## src/rtl/rtc_bus_engine_pkg.sv

```systemverilog
// Shared definitions for the RTC multiplexed-bus engine: state encoding,
// default phase length and the RTC register map.
package rtc_bus_engine_pkg;

  typedef enum logic [2:0] {
    ST_IDLE,
    ST_A_STB,
    ST_A_HLD,
    ST_D_STB,
    ST_D_HLD,
    ST_DONE
  } state_t;

  // 100 ns per bus phase at a 100 MHz system clock
  localparam int T_PH_DEFAULT = 10;

  localparam logic [7:0] ADDR_SECONDS = 8'h20;
  localparam logic [7:0] ADDR_MINUTES = 8'h21;
  localparam logic [7:0] ADDR_HOURS   = 8'h22;
  localparam logic [7:0] ADDR_DATE    = 8'h23;
  localparam logic [7:0] ADDR_MONTH   = 8'h24;
  localparam logic [7:0] ADDR_YEAR    = 8'h25;
  localparam logic [7:0] ADDR_TIMER   = 8'h26;
  localparam logic [7:0] ADDR_COMMAND = 8'h27;

endpackage

```

## src/rtl/rtc_bus_engine.sv

```systemverilog
// Single-transfer engine for an RTC with a multiplexed address/data bus:
// address strobe, address hold, data strobe, data hold, then a done pulse.
module rtc_bus_engine
  import rtc_bus_engine_pkg::*;
#(
  parameter int T_PH = T_PH_DEFAULT  // legal range 2..255
) (
  input  logic       clock,
  input  logic       reset,
  input  logic       start,
  input  logic       rw,
  input  logic [7:0] addr,
  input  logic [7:0] wdata,
  output logic       busy,
  output logic       done,
  output logic [7:0] rdata,
  output logic [7:0] ad_out,
  output logic       ad_oe,
  input  logic [7:0] ad_in,
  output logic       cs_n,
  output logic       ad_sel,
  output logic       rd_n,
  output logic       wr_n
);

  localparam int CW = (T_PH > 1) ? $clog2(T_PH) : 1;
  localparam logic [CW-1:0] LAST = CW'(T_PH - 1);

  state_t          state, state_nxt;
  logic [CW-1:0]   cnt, cnt_nxt;
  logic            rw_q, rw_nxt;
  logic [7:0]      addr_q, addr_nxt;
  logic [7:0]      wdata_q, wdata_nxt;

  logic            cs_n_nxt, ad_sel_nxt, rd_n_nxt, wr_n_nxt, ad_oe_nxt;
  logic            busy_nxt, done_nxt;
  logic [7:0]      ad_out_nxt, rdata_nxt;
  logic            phase_end;

  assign phase_end = (cnt == LAST);

  // NOTE: every signal written here gets a default first, so no path leaves
  // it unassigned and no latch is inferred.
  always_comb begin
    state_nxt = state;
    rw_nxt    = rw_q;
    addr_nxt  = addr_q;
    wdata_nxt = wdata_q;

    unique case (state)
      ST_IDLE: begin
        if (start) begin
          state_nxt = ST_A_STB;
          rw_nxt    = rw;
          addr_nxt  = addr;
          wdata_nxt = wdata;
        end
      end
      ST_A_STB: if (phase_end) state_nxt = ST_A_HLD;
      ST_A_HLD: if (phase_end) state_nxt = ST_D_STB;
      ST_D_STB: if (phase_end) state_nxt = ST_D_HLD;
      ST_D_HLD: if (phase_end) state_nxt = ST_DONE;
      ST_DONE:  state_nxt = ST_IDLE;
      default:  state_nxt = ST_IDLE;
    endcase

    cnt_nxt = (state_nxt != state || state == ST_IDLE) ? '0 : cnt + 1'b1;

    // Outputs are decoded from the next state so the registered pins line up
    // with the state they describe.
    cs_n_nxt   = 1'b1;
    ad_sel_nxt = 1'b0;
    rd_n_nxt   = 1'b1;
    wr_n_nxt   = 1'b1;
    ad_oe_nxt  = 1'b0;
    ad_out_nxt = 8'h00;
    busy_nxt   = (state_nxt != ST_IDLE);
    done_nxt   = (state_nxt == ST_DONE);

    unique case (state_nxt)
      ST_A_STB: begin
        cs_n_nxt   = 1'b0;
        wr_n_nxt   = 1'b0;
        ad_oe_nxt  = 1'b1;
        ad_out_nxt = addr_nxt;
      end
      ST_A_HLD: begin
        cs_n_nxt   = 1'b0;
        ad_oe_nxt  = 1'b1;
        ad_out_nxt = addr_nxt;
      end
      ST_D_STB: begin
        cs_n_nxt   = 1'b0;
        ad_sel_nxt = 1'b1;
        if (rw_nxt) begin
          rd_n_nxt = 1'b0;
        end else begin
          wr_n_nxt   = 1'b0;
          ad_oe_nxt  = 1'b1;
          ad_out_nxt = wdata_nxt;
        end
      end
      ST_D_HLD: begin
        cs_n_nxt   = 1'b0;
        ad_sel_nxt = 1'b1;
        if (!rw_nxt) begin
          ad_oe_nxt  = 1'b1;
          ad_out_nxt = wdata_nxt;
        end
      end
      default: ;
    endcase

    // Read data is taken only on the final cycle of the data strobe.
    rdata_nxt = (state == ST_D_STB && phase_end && rw_q) ? ad_in : rdata;
  end

  // NOTE: sequential state uses non-blocking assignments only, so every
  // register samples pre-edge values regardless of statement order.
  always_ff @(posedge clock) begin
    if (!reset) begin
      state   <= ST_IDLE;
      cnt     <= '0;
      rw_q    <= 1'b0;
      addr_q  <= 8'h00;
      wdata_q <= 8'h00;
      cs_n    <= 1'b1;
      ad_sel  <= 1'b0;
      rd_n    <= 1'b1;
      wr_n    <= 1'b1;
      ad_oe   <= 1'b0;
      ad_out  <= 8'h00;
      busy    <= 1'b0;
      done    <= 1'b0;
      rdata   <= 8'h00;
    end else begin
      state   <= state_nxt;
      cnt     <= cnt_nxt;
      rw_q    <= rw_nxt;
      addr_q  <= addr_nxt;
      wdata_q <= wdata_nxt;
      cs_n    <= cs_n_nxt;
      ad_sel  <= ad_sel_nxt;
      rd_n    <= rd_n_nxt;
      wr_n    <= wr_n_nxt;
      ad_oe   <= ad_oe_nxt;
      ad_out  <= ad_out_nxt;
      busy    <= busy_nxt;
      done    <= done_nxt;
      rdata   <= rdata_nxt;
    end
  end

endmodule

```

## config.mk

```make
export PLATFORM = sky130hd
export DESIGN_NAME = rtc_bus_engine
export DESIGN_NICKNAME = d
export VERILOG_FILES = /design/src/rtl/rtc_bus_engine_pkg.sv /design/src/rtl/rtc_bus_engine.sv
export SDC_FILE = /design/constraint.sdc
export NUM_CORES = 1
export LEC_CHECK = 0
export CAP_MARGIN = 20
export CORE_MARGIN = 2
export CORE_UTILIZATION = 30
export DETAILED_ROUTE_END_ITERATION = 16
export GPL_TIMING_DRIVEN = 1
export SETUP_SLACK_MARGIN = 0.2
export SKIP_LAST_GASP = 1
export SLEW_MARGIN = 20
export SYNTH_ARGS = -nofsm -noshare
export SYNTH_HDL_FRONTEND = slang
export SYNTH_SLANG_ARGS = --single-unit
```

## constraint.sdc

```tcl
create_clock -name clock -period 2.8 [get_ports clock]
set_input_delay 0.28 -clock clock [delete_from_list [all_inputs] [get_ports clock]]
set_output_delay 0.28 -clock clock [all_outputs]
set_load 0.02 [all_outputs]
```

==> run summary <==
Status: finished, final reports clean
Worst reg2reg path depth: 4
CP required: 3.02 ns
Cell Chain, Critical Path: or3b_1 -> nor2_2 -> o21ai_2 -> a21oi_1
Synth warnings: 0
Most common cell after layout, fill and taps aside: clkdlybuf4s50_1
GRT Overall Usage: 11.4%
Seq pwr share: 50.9%
Hold slack: 0.472 ns
Rel. slew slack: 63.5%
GRT Residual Overflow: 0
Setup Viol. Count Final: 0
CTS resizes: 0
Share of cells above drive strength 1: 14.3%
Die X: 85.2 um
Pre-CTS WS: 0.785 ns
Routed WL per cell: 13.0 um
Reg-to-reg slack, setup: 0.93 ns
Switch Pwr: 302 uW
Clock power frac: 36.4%
Levels on crit path: 4
Initial antenna violation count: 0
Hold depth: 1
CTS sink count: 47
Leak: 0.984 nW
Antenna fix cells: 0
Final max-slew violation count: 0
DR vias: 1402
Clk pin slew, worst setup/hold paths: 0.08 ns
Synthesized flop and latch total: 47
Worst path max stage delay: 0.51 ns
P per Cell Area: 526 nW/um^2
Layout area overhead: 33.4%
CTS tree: done
Delay-heaviest family, CP: simple AND/OR/NAND/NOR gates
WL final: 4.01 mm
Maxcap violations: 0
Reg2reg end: ad_out[7]
Port Buffer Count: 50
Pre-Repair DR Iteration Count: 4
Asr flop ratio synth: 0%
Critical path type: reg2reg
Sw frac: 21.8%
Critical path endpoint category: flop
Vias in the first global route: 1398
Post-synth EDFFs: 0
Clk_skew: 0.00513 ns
Synth Cell Area: 1980 sq um
First-pass GRT wire length: 6.65 mm
Multi-input gate area: 933 sq um
Die height: 85.2 um
Core box area: 6350 sq um
Worst EP arrival: 2.09 ns
DR vias/cell: 4.55
Max Clk Rate: 0.536 GHz
Most frequent cells in the layout: clkdlybuf4s50_1 (50), dfxtp_1 (47), mux2i_1 (14), nor2b_1 (14), and2_1 (14)
HPWL Detailed: 2.88 mm
Cell-internal power: 1.09 mW
Fin crit period: 1.87 ns
CTS Hold Buffers Added: 0
Crit path buf inv count: 0
Fin. Hold Viols: 0
Actual slew at the worst max-slew pin: 0.545 ns
Worst Setup Start Kind: flop
Row count: 29
Synth unique cells: 38
Slowest cell on crit path: dfxtp_1
Hold path start: cnt[0]
VDD IR max: 0.000288 V
Fin Setup TNS: 0 ns
DRC: 0
I/O pins: 51
Insertion delay of the later-clocked pin in the worst-skew pair: 0.29 ns
Post-CTS Setup Inserts: 0
Sequential share of the synthesized area: 47.6%
Total nets after synthesis: 210
ANT nets after route: 0
Clock buffer depth: 2
Final weighted congestion in routability-driven placement: 0.789
Register Area: 941 sq um
Avg Inst Size Synth: 11.0 sq um
Hold Path Sink: cnt[0]
Fill cell count: 626
Largest net degree at the start of global routing: 21
Layout net count: 260
Main synth FF type: dfxtp_1
DR iter-0 viols: 31
CTS root buf: clkbuf_8
H-tree depth: 2
Crit Path Max Fanout: 11
PnR worst setup slack: 0.934 ns
Synth Instances: 180
TritonCTS Buffers: 5
RSZ-0062 raised after global routing: false
R2R Path Start: state[2]
Worst setup path startpoint: state[2]
Combinational power share: 12.7%
Post-Layout Cell Count: 308
Dpl cells: 300
Area of the die: 7250 sq um
Hold Crit Class: reg2reg
Period utilization: 66.7%
Initial Util: 31.1%
## worst reg2reg max path, stage by stage, from the launching register on
cell	delay, ns
dfxtp_1	0.51
or3b_1	0.46
nor2_2	0.43
o21ai_2	0.23
a21oi_1	0.17
## routing by layer
layer  routed length [um]  vias to the layer above  track usage, %  share of wire [%]
met1                 1980                      640            15.3                 49
met3                  237                        5            2.82                5.9
met4                   58                        0            4.33                1.4
met5                    0                        -               0                  0
met2                 1740                       42            17.7                 43
li1                     -                      715               -                  -
## state kept, by name (all words and copies together), names as in the netlist, 3 cells and up
register / count
ad_out: 8
addr_q: 8
rdata: 8
wdata_q: 8
cnt: 4
state: 3
## area by class of cell
class                      instances  share of cell area [%]
inverter                           3                   0.427
sequential                        47                    35.7
tap                               77                    3.65
timing repair buffer              55                    20.4
clock buffer                       6                    3.13
clock inverter                     2                    1.33
multi-input combinational        118                    35.4
## synthesized netlist by cell type, types with 2 or more instances
cell / count / area share, %
dfxtp_1: 47 / 48
and2_1: 14 / 4.4
mux2i_1: 14 / 7.1
nor2b_1: 14 / 4.4
nor2_1: 9 / 1.7
o211ai_1: 9 / 3.4
a21oi_1: 8 / 2.0
mux2_2: 7 / 4.0
nand3b_1: 7 / 2.7
mux2_4: 4 / 3.0
nand3_1: 4 / 1.0
buf_2: 3 / 0.76
buf_4: 3 / 1.1
clkbuf_1: 3 / 0.57
inv_1: 3 / 0.57
a21oi_2: 2 / 0.89
buf_6: 2 / 1.1
ha_1: 2 / 1.3
nor3_1: 2 / 0.51
o21a_1: 2 / 0.76
o21ai_0: 2 / 0.51
o21ai_2: 2 / 0.89
xor2_1: 2 / 0.89
## worst max-delay path by stage
stage,endpoint,slack (ns)
after global placement,ad_out[4],0.83
after global routing,ad_out[0],0.78
final,ad_out[7],0.93
after CTS,ad_out[3],0.94
after floorplan,wdata_q[1],1.25
after detailed placement,ad_out[2],0.78
## power by group through the flow
stage                     registers [mW]  logic (mW)  clock network, mW
after global routing               0.710       0.192              0.550
after floorplan                    0.728      0.0976                  0
after CTS                          0.707       0.178              0.524
after global placement             0.723       0.176                  0
final                              0.707       0.176              0.505
after detailed placement           0.723       0.178                  0
## per-stage QoR
step	instance area [sq um]	utilization (%)	total power [mW]
finish	2640	41.5	1.39
global route	2640	41.5	1.45
CTS	2640	41.5	1.41
detailed placement	2520	39.7	0.901
global placement	2520	39.7	0.899
floorplan	1980	-	0.826
## cells by family (layout without fill, tap and decap cells)
kind of cell             after synthesis  in the layout  share of synthesized area [%]
adder cells (fa/ha/maj)                2              2                           1.27
multiplexers                          25             25                           14.1
buffers and inverters                 15             66                           5.19
flip-flops                            47             47                           47.6
AO/OA/AOI/OAI                         28             28                           10.1
XOR/XNOR                               3              3                           1.33
AND/OR/NAND/NOR                       60             60                           20.4
(Power assumes the default switching activity.)
